--- src/rtl/mouse_axis_pkg.sv ---
// Shared definitions for the mouse-to-analog axis emulator: packet field
// positions, per-port mode encoding and the saturating accumulate helper.
package mouse_axis_pkg;

  localparam int STB    = 24;
  localparam int DY_HI  = 23;
  localparam int DY_LO  = 16;
  localparam int DX_HI  = 15;
  localparam int DX_LO  = 8;
  localparam int YS     = 5;
  localparam int XS     = 4;
  localparam int BTN_HI = 1;
  localparam int BTN_LO = 0;

  typedef enum logic {
    PM_ANALOG = 1'b0,
    PM_MOUSE  = 1'b1
  } port_mode_t;

  // Adds at full 32-bit width, then saturates to a signed range of 'width' bits.
  function automatic logic signed [31:0] sat_add(input logic signed [31:0] acc,
                                                 input logic signed [31:0] delta,
                                                 input int width);
    logic signed [31:0] sum;
    logic signed [31:0] hi;
    logic signed [31:0] lo;
    sum = acc + delta;
    hi  = (32'sd1 <<< (width - 1)) - 32'sd1;
    lo  = -hi - 32'sd1;
    if (sum > hi) begin
      return hi;
    end else if (sum < lo) begin
      return lo;
    end else begin
      return sum;
    end
  endfunction

endpackage

--- src/rtl/mouse_axis_acc.sv ---
// One signed emulated axis: scales and clamps a raw 9-bit mouse delta, then
// accumulates with saturation; clear and a one-step recentre are also handled.
module mouse_axis_acc
  import mouse_axis_pkg::*;
#(
  parameter int AXIS_W   = 8,
  parameter int MAX_STEP = 10,
  parameter int SHIFT    = 1
) (
  input  logic                     i_clk,
  input  logic                     i_rst_n,
  input  logic [7:0]               i_mag,
  input  logic                     i_sign,
  input  logic                     i_apply,
  input  logic                     i_clr,
  input  logic                     i_decay,
  output logic signed [AXIS_W-1:0] o_nxt
);

  logic signed [AXIS_W-1:0] r_acc;
  logic signed [8:0]        w_raw;
  logic signed [8:0]        w_shr;
  logic signed [31:0]       w_ext;
  logic signed [31:0]       w_step;
  logic signed [31:0]       w_sum;

  assign w_raw = {i_sign, i_mag};
  assign w_shr = w_raw >>> SHIFT;
  assign w_ext = {{23{w_shr[8]}}, w_shr};

  // Symmetric magnitude clamp on the scaled delta.
  always_comb begin
    w_step = w_ext;
    if (w_ext > MAX_STEP) begin
      w_step = MAX_STEP;
    end else if (w_ext < -MAX_STEP) begin
      w_step = -MAX_STEP;
    end else begin
      w_step = w_ext;
    end
  end

  assign w_sum = sat_add({{(32-AXIS_W){r_acc[AXIS_W-1]}}, r_acc}, w_step, AXIS_W);

  // Clear beats a packet, and a packet beats the recentre step.
  always_comb begin
    o_nxt = r_acc;
    if (i_clr) begin
      o_nxt = '0;
    end else if (i_apply) begin
      o_nxt = w_sum[AXIS_W-1:0];
    end else if (i_decay && (r_acc != '0)) begin
      o_nxt = r_acc[AXIS_W-1] ? (r_acc + AXIS_W'(1)) : (r_acc - AXIS_W'(1));
    end else begin
      o_nxt = r_acc;
    end
  end

  always_ff @(posedge i_clk or negedge i_rst_n) begin
    if (!i_rst_n) begin
      r_acc <= '0;
    end else begin
      r_acc <= o_nxt;
    end
  end

endmodule

--- src/rtl/mouse_axis_emu.sv ---
// Mouse-to-analog-joystick emulator: routes PS/2 mouse motion to one port as
// absolute axes. Optional recentring decay is enabled by MOUSE_AXIS_RECENTER_EN.
module mouse_axis_emu
  import mouse_axis_pkg::*;
#(
  parameter int NUM_PORTS = 2,
  parameter int AXIS_W    = 8,
  parameter int MAX_STEP  = 10,
  parameter int SHIFT     = 1,
  parameter int BTN_LSB   = 4,
  parameter int DECAY_DIV = 65536,
  localparam int SEL_W    = (NUM_PORTS > 1) ? $clog2(NUM_PORTS) : 1
) (
  input  logic                          clk_sys,
  input  logic                          reset_n,
  input  logic [24:0]                   ps2_mouse,
  input  logic [SEL_W-1:0]              mouse_sel,
  input  logic                          halt,
  input  logic [NUM_PORTS*2*AXIS_W-1:0] joya_in,
  input  logic [NUM_PORTS*16-1:0]       joy_in,
  output logic [NUM_PORTS*AXIS_W-1:0]   ax_out,
  output logic [NUM_PORTS*AXIS_W-1:0]   ay_out,
  output logic [NUM_PORTS*16-1:0]       joy_out,
  output logic [NUM_PORTS-1:0]          mouse_active
);

  logic r_primed;
  logic r_stb;
  logic w_pkt;
  logic w_tick;
  logic w_unused;

  assign w_unused = ^{ps2_mouse[7:6], ps2_mouse[3:2], (DECAY_DIV > 0)};

  // Strobe tracker; the first cycle after reset only primes it.
  always_ff @(posedge clk_sys or negedge reset_n) begin
    if (!reset_n) begin
      r_primed <= 1'b0;
      r_stb    <= 1'b0;
    end else begin
      r_primed <= 1'b1;
      r_stb    <= ps2_mouse[STB];
    end
  end

  assign w_pkt = r_primed & (ps2_mouse[STB] ^ r_stb);

`ifdef MOUSE_AXIS_RECENTER_EN
  localparam int DIV_W = (DECAY_DIV > 1) ? $clog2(DECAY_DIV) : 1;
  logic [DIV_W-1:0] r_div;

  // Free-running recentre divider.
  always_ff @(posedge clk_sys or negedge reset_n) begin
    if (!reset_n) begin
      r_div <= '0;
    end else if (r_div == DIV_W'(DECAY_DIV - 1)) begin
      r_div <= '0;
    end else begin
      r_div <= r_div + DIV_W'(1);
    end
  end

  assign w_tick = (r_div == DIV_W'(DECAY_DIV - 1));
`else
  assign w_tick = 1'b0;
`endif

  for (genvar p = 0; p < NUM_PORTS; p++) begin : g_port
    port_mode_t               r_mode;
    port_mode_t               w_mode_nxt;
    logic                     w_rel;
    logic                     w_take;
    logic                     w_decay;
    logic [AXIS_W-1:0]        w_jx;
    logic [AXIS_W-1:0]        w_jy;
    logic signed [AXIS_W-1:0] w_ax_nxt;
    logic signed [AXIS_W-1:0] w_ay_nxt;
    logic [15:0]              w_joy_raw;
    logic [15:0]              w_joy_btn;
    logic [15:0]              w_joy_nxt;
    logic [AXIS_W-1:0]        r_ax;
    logic [AXIS_W-1:0]        r_ay;
    logic [15:0]              r_joy;

    assign w_jx = joya_in[p*2*AXIS_W +: AXIS_W];
    assign w_jy = joya_in[p*2*AXIS_W+AXIS_W +: AXIS_W];

    // Any release condition outranks a packet arriving in the same cycle.
    assign w_rel   = halt | (|{w_jy, w_jx}) | (mouse_sel != SEL_W'(p));
    assign w_take  = w_pkt & ~w_rel;
    assign w_decay = w_tick & (r_mode == PM_MOUSE);

    mouse_axis_acc #(.AXIS_W(AXIS_W), .MAX_STEP(MAX_STEP), .SHIFT(SHIFT)) u_acc_x (
      .i_clk(clk_sys), .i_rst_n(reset_n),
      .i_mag(ps2_mouse[DX_HI:DX_LO]), .i_sign(ps2_mouse[XS]),
      .i_apply(w_take), .i_clr(w_rel), .i_decay(w_decay), .o_nxt(w_ax_nxt)
    );

    mouse_axis_acc #(.AXIS_W(AXIS_W), .MAX_STEP(MAX_STEP), .SHIFT(SHIFT)) u_acc_y (
      .i_clk(clk_sys), .i_rst_n(reset_n),
      .i_mag(ps2_mouse[DY_HI:DY_LO]), .i_sign(ps2_mouse[YS]),
      .i_apply(w_take), .i_clr(w_rel), .i_decay(w_decay), .o_nxt(w_ay_nxt)
    );

    // Port mode next-state.
    always_comb begin
      w_mode_nxt = r_mode;
      if (w_rel) begin
        w_mode_nxt = PM_ANALOG;
      end else if (w_take) begin
        w_mode_nxt = PM_MOUSE;
      end else begin
        w_mode_nxt = r_mode;
      end
    end

    always_ff @(posedge clk_sys or negedge reset_n) begin
      if (!reset_n) begin
        r_mode <= PM_ANALOG;
      end else begin
        r_mode <= w_mode_nxt;
      end
    end

    // An all-ones analog word means no stick is fitted, so its directions are dropped.
    assign w_joy_raw = joy_in[p*16 +: 16];
    assign w_joy_btn = (w_mode_nxt == PM_MOUSE)
                     ? ((w_joy_raw & ~(16'h0003 << BTN_LSB)) |
                        (16'(ps2_mouse[BTN_HI:BTN_LO]) << BTN_LSB))
                     : w_joy_raw;
    assign w_joy_nxt = (&{w_jy, w_jx}) ? {w_joy_btn[15:4], 4'h0} : w_joy_btn;

    // Outputs track the next mode so axes move on the edge after a packet.
    always_ff @(posedge clk_sys or negedge reset_n) begin
      if (!reset_n) begin
        r_ax  <= '0;
        r_ay  <= '0;
        r_joy <= '0;
      end else begin
        r_ax  <= (w_mode_nxt == PM_MOUSE) ? w_ax_nxt : w_jx;
        r_ay  <= (w_mode_nxt == PM_MOUSE) ? w_ay_nxt : w_jy;
        r_joy <= w_joy_nxt;
      end
    end

    assign ax_out[p*AXIS_W +: AXIS_W] = r_ax;
    assign ay_out[p*AXIS_W +: AXIS_W] = r_ay;
    assign joy_out[p*16 +: 16]        = r_joy;
    assign mouse_active[p]            = (r_mode == PM_MOUSE);
  end

endmodule
--- config.mk ---
export PLATFORM = sky130hd
export DESIGN_NAME = mouse_axis_emu
export DESIGN_NICKNAME = d
export VERILOG_FILES = /design/src/rtl/mouse_axis_pkg.sv /design/src/rtl/mouse_axis_acc.sv /design/src/rtl/mouse_axis_emu.sv
export SDC_FILE = /design/constraint.sdc
export NUM_CORES = 1
export LEC_CHECK = 0
export ABC_AREA = 0
export CAP_MARGIN = 30
export CORE_UTILIZATION = 53
export CTS_CLUSTER_SIZE = 20
export DETAILED_ROUTE_END_ITERATION = 8
export PLACE_DENSITY = 0.82
export SLEW_MARGIN = 15
export SYNTH_ARGS = -nofsm -noshare
export SYNTH_HDL_FRONTEND = slang
export SYNTH_SLANG_ARGS = --single-unit
--- constraint.sdc ---
create_clock -name clk_sys -period 5.6 [get_ports clk_sys]
set_input_delay 1.12 -clock clk_sys [delete_from_list [all_inputs] [get_ports clk_sys]]
set_output_delay 1.12 -clock clk_sys [all_outputs]
set_load 0.05 [all_outputs]
---- Word level (Yosys, flattened, before mapping) ----
Index checks and enable logic that the tools add are counted.
cells by class
  bitwise gates (word level) .............. 13
  reduce and logical (&&, ||, !) cells .... 4
  $lt $le $gt $ge ......................... 12
  add/sub/neg operators ................... 4
  multiplexer cells ....................... 32
operators by type and width
  kind                                                             count
  2-to-1 mux 8 bit                                                 20
  adder 8 x 32 -> 32 bit                                           4
  greater-than comparator 32 x 8 -> 1 bit (second input constant)  4
  less-than comparator 32 x 8 -> 1 bit (second input constant)     4
  2-to-1 mux 32 bit                                                4
  2-to-1 mux 16 bit                                                2
  OR 16 x 6 -> 16 bit                                              2
  AND reduction 16 bit                                             2
  OR reduction 16 bit                                              2
  greater-than comparator 8 x 5 -> 1 bit (second input constant)   2
  less-than comparator 8 x 5 -> 1 bit (second input constant)      2
  2-to-1 mux 4 bit                                                 2
  2-to-1 mux 1 bit                                                 4
  OR 1 bit                                                         4
  AND 1 bit                                                        3
  inverter 1 bit                                                   3
  bitwise XOR 1 bit                                                1
storage, ports and cells
  logic and storage cells ................. 79
  bits in registers ....................... 100
  output and inout bits ................... 66
  input bits .............................. 93

---- Depth between registers and ports, before layout ----
  depth after elaboration ................. 10
  gate-level depth with buffers ........... 25
  mapped depth without buffers ............ 23

---- Modules after synthesis ----
Synthesis repeated with hierarchy kept, for this count alone.
second synthesis, totals
  cells, all modules ...................... 881
  area, all modules ....................... 8697.1 µm²
modules (own cells, without submodules)
  module                                   sequential area each (µm²)  cells an instance  instances  area an instance (µm²)
  mouse_axis_acc at g_port[0].u_acc_y ...  200.2                       183                2          1576.5
  mouse_axis_emu                           1701.6                      153                1          2318.5
  mouse_axis_acc at g_port[0].u_acc_x      200.2                       179                1          1645.3
  mouse_axis_acc at g_port[1].u_acc_y      200.2                       183                1          1580.3

---- Least setup slack after synthesis ----
No wires, ideal clock.
  path type ............................... input port to flip-flop
  start ................................... in ps2_mouse[22]
  end ..................................... reg g_port[1].r_ay[4]
  setup slack ............................. -0.833 ns
  arrival time ............................ 6.355 ns
  stages .................................. 24
  buffers on the path ..................... 2
  required time ........................... 5.522 ns
  setup time .............................. 0.078 ns
  cells stage by stage .................... buf_6 nand4_1 or2_2 ha_1 clkbuf_1 or3_1 ha_1 a21o_1 o21ai_0 o31a_1 maj3_1 o21ai_2 fa_1 inv_1 fa_1 nor4_1 nand3_1 nor2_1 nand4_1 or3_4 o221a_2 o31ai_1 a2bb2oi_1 o21bai_1
between the ends
  word-level cells in the longest chain between the ends .. 10
  elaborated cells between the ends (all ways) .. 12
  classes of those cells .................. add/sub (1); order compare (4); mux (7)
ends and longest elaborated chain
  what                                  line                   source
  from (decl)                           mouse_axis_emu.sv:16   input logic [24:0] ps2_mouse,
  less-than comparator 8 x 5 -> 1 bit   mouse_axis_acc.sv:36   end else if (w_ext < -MAX_STEP) begin
  2-to-1 mux 32 bit                     mouse_axis_acc.sv:36
  2-to-1 mux 32 bit *                   mouse_axis_acc.sv:34   if (w_ext > MAX_STEP) begin
  adder 8 x 32 -> 32 bit *              mouse_axis_pkg.sv:27   sum = acc + delta;
  less-than comparator 32 x 8 -> 1 bit  mouse_axis_pkg.sv:32   end else if (sum < lo) begin
  2-to-1 mux 8 bit                      mouse_axis_pkg.sv:32
  2-to-1 mux 8 bit *                    mouse_axis_pkg.sv:30   if (sum > hi) begin
  2-to-1 mux 8 bit *                    mouse_axis_acc.sv:50   end else if (i_apply) begin
  2-to-1 mux 8 bit *                    mouse_axis_acc.sv:48   if (i_clr) begin
  2-to-1 mux 8 bit *                    mouse_axis_emu.sv:141  r_ay <= (w_mode_nxt == PM_MOUSE) ? w_ay_nxt : w_jy;
  to (signal assigned)                  mouse_axis_emu.sv:141
  to (decl)                             mouse_axis_emu.sv:82   logic [AXIS_W-1:0] r_ay;
Mark *: on every way between the ends. The rest lies on a longest branch, timed or not.

---- Worst setup path in the final report ----
Same ends and word-level chain as after synthesis.

==> impl_metrics.toml <==
[synthesis]
synth_largest_area_cell = "dfrtp_1"
synth_nets = 973
yosys_warnings = 0
synthFlopType = "dfrtp_1"
synth_top_cell_area_share_pct = 32.4
syn_area_per_cell_um2 = 9.62
synth_edf_count = 0
synth_area_um2 = 7720
synthCells = 802
ys_seq_area_share_pct = 32.4
synth-seq-cells = 100
synth.distinct_cells = 80
ys_top_cells_by_area = "dfrtp_1 (32%), fa_1 (15%), ha_1 (3.6%)"
ys_async_sr_fraction_pct = 100

[power]
swShare_pct = 32.4
internal_power_mw = 1.37
power.density_nw_per_um2 = 175
power_leakage_nw = 5.00
p_clk_share_pct = 32.7
ir_drop_uv = 191
comb_power_share_pct = 30.0
switchingPower_mw = 0.656
seqPwrFrac_pct = 37.3

[global_route]
grt_remaining_overflow = 0
grt_pass1_vias = 7282
grt_pass1_wl_um = 36700
grt_start_max_net_pins = 55
grt_usage_pct = 31.5
antenna_found_initial = 1

[final_layout]
layout_commonest_cell = "buf_4"
drive_above_1_share_pct = 29.4
final_area_um2 = 11500
mostFrequentLayoutCells = "buf_4 (156), clkdlybuf4s50_1 (135), dfrtp_1 (100), nand2_1 (59), fa_1 (52)"
fill_cells = 765
fin_util_pct = 82.0
antenna_cells = 0
regArea_um2 = 2500
final_nets = 1267
multiInputGateArea_um2 = 5470
syn_to_final_growth_pct = 49.2

[die]
dieHeight_um = 123
core_area_um2 = 14000
start_util_pct = 55.0
dieArea_um2 = 15100
row_count = 43
dieWidth_um = 123
io_pins = 159

[drt]
viasPerCell = 6.11
routedWlPerCell_um = 19.9
drc = 0
via_count = 7823
first_pass_iters = 5
drtIter0Drc = 783
wl_um = 25500
antenna_left = 0

[timing]
hold_viol = 0
finalClockSkew_ns = 0.00845
timing.fmax_mhz = 172
max_slew_margin_pct = 43.8
layout_min_cycle_time_ns = 5.81
period_share_pct = 104
finalSetupViolCount = 22
grt_setup_unrepaired = "true"
maxSlewViolCount = 0
layout_setup_ws_ns = -0.208
tightest_slew_ns = 0.836

[critical_path]
start_kind = "primary input"
endpoint_kind = "flop"
cp_slowest_stage_delay_ns = 0.49
cp_max_fo = 5
worst-path-buf-inv = 5
critical_path_arrival_ns = 6.09
critPathKind = "in -> reg"
cp_data_required_time_ns = 5.88
cp_top_family = "simple AND/OR/NAND/NOR gates"
rrSetupSlack_ns = 1.10
cp_slowest_cell = "fa_1"

[cts]
root_buffer = "clkbuf_16"
cts_tree = "yes"
cts_sinks = 100
clock_path_buffers = 2
cts_max_level = 3
clk_latency_ns = 0.37
ctsHoldBuffers = 0
clk_pin_slew_worst_paths_ns = 0.07
cts_buffers = 9

[outcome]
violations = "setup timing"
outcome = "complete, but fails checks"

[place]
hpwl_um = 16900
routabilityCongestion = 0.883
dpl_cell_area_um2 = 10500
io_buffers = 152

[job]
maxCapViolations = 0

[worst_hold_path]
hold_path_class = "reg -> reg"
==> final cells by class <==
cell class	count	area share [%]
multi-input combinational	614	47.5
timing repair buffer	316	24.3
sequential	100	21.7
clock buffer	9	1.96
tap	180	1.96
inverter	55	1.79
clock inverter	7	0.739
==> logic make-up after synthesis <==
logic type               after synthesis  synth area share [%]
AND/OR/NAND/NOR                      258                  17.9
AO/OA/AOI/OAI                        236                  22.0
flip-flops                           100                  32.4
adder cells (fa/ha/maj)               89                  19.5
buffers and inverters                 88                  4.60
XOR/XNOR                              28                  3.18
multiplexers                           2                 0.292
other                                  1                0.0486
==> per-stage QoR <==
stage          hold WS, ns  worst slack [ns]  cells  TNS, ns  total power [mW]
2_1_floorplan        0.492            -0.451    802    -7.99              1.06
3_3_place_gp         0.534            -0.731   1238   -33.95              1.29
3_5_place_dp         0.549            -0.853   1239   -39.87              1.30
4_1_cts              0.567            -0.274   1268    -2.82              1.97
5_1_grt              0.608            -0.376   1281    -9.01              2.09
6_report             0.570            -0.208   1281    -2.08              2.02
==> final timing paths <==
check / start / end / cells after the start
setup / recovery: ps2_mouse[22] / g_port[1].r_ay[4]$_DFF_PN0_ / 26
hold / removal: g_port[1].u_acc_y.r_acc[6]$_DFF_PN0_ / g_port[1].u_acc_y.r_acc[6]$_DFF_PN0_ / 1
setup reg to reg: g_port[1].u_acc_y.r_acc[0]$_DFF_PN0_ / g_port[1].r_ay[4]$_DFF_PN0_ / 19
hold reg to reg: g_port[1].u_acc_y.r_acc[6]$_DFF_PN0_ / g_port[1].u_acc_y.r_acc[6]$_DFF_PN0_ / 1
max in group asynchronous: reset_n / g_port[1].r_joy[0]$_DFF_PN0_ / 2
min in group asynchronous: reset_n / g_port[1].r_ax[2]$_DFF_PN0_ / 1
==> registers in the layout (all words and copies together) (netlist names) <==
| register | cells |
|---|---|
| g_port.r_ay | 16 |
| g_port.r_ax | 16 |
| g_port.r_joy | 32 |
| g_port.r_mode | 2 |
| r_primed | 1 |
| g_port.u_acc_x.r_acc | 16 |
| r_stb | 1 |
| g_port.u_acc_y.r_acc | 16 |
==> worst reg2reg max path, stage by stage (launching register included) <==
cell       delay (ns)
dfrtp_1          0.46
ha_4             0.18
inv_2            0.04
fa_2             0.42
nand2_2          0.09
a311oi_2         0.11
o32ai_2          0.34
or2_4            0.19
a21o_1           0.18
inv_2            0.05
fa_1             0.49
nor4_1           0.30
nand3_1          0.14
nor2_2           0.11
nand4_1          0.13
or3_4            0.39
o221a_4          0.31
o31ai_4          0.25
a2bb2oi_2        0.10
o21bai_1         0.15
==> power by group through the flow <==
| stage | sequential [mW] | combinational, mW | clock (mW) |
|---|---|---|---|
| 2_1_floorplan | 0.852 | 0.204 | 0 |
| 3_3_place_gp | 0.767 | 0.522 | 0 |
| 3_5_place_dp | 0.768 | 0.537 | 0 |
| 4_1_cts | 0.754 | 0.557 | 0.661 |
| 5_1_grt | 0.756 | 0.643 | 0.692 |
| 6_report | 0.754 | 0.607 | 0.660 |
==> layer usage <==
metal / routed length, µm / part of all wire, % / GRT usage [%]
met4: 942 / 3.7 / 8.84
met3: 2210 / 8.7 / 7.16
met2: 12500 / 49 / 52.9
met5: 0 / 0 / 0
met1: 9860 / 39 / 40.7
==> synth_stat cells (11+ instances only) <==
library cell,instances
clkbuf_1,20
nor2_1,60
nor4_1,13
nand2_1,62
a21oi_1,52
o21bai_1,18
dfrtp_1,100
nand2b_1,11
ha_1,22
inv_1,55
o21ai_0,34
a21o_1,26
xor2_1,13
nor3_1,11
a31oi_1,17
xnor2_1,15
fa_1,56
maj3_1,11
nor2b_1,13
nand4_1,20
==> repair_timing <==
| action | 4_1_cts | 5_1_grt |
|---|---|---|
| gates resized for setup | 93 | 78 |
| buffers inserted | 13 | 14 |
| setup endpoints to repair | 56 | 56 |
| pin swaps | 57 | 97 |
| endpoints found under the hold margin | 0 | 0 |
Power figures use the tool's default switching activity.
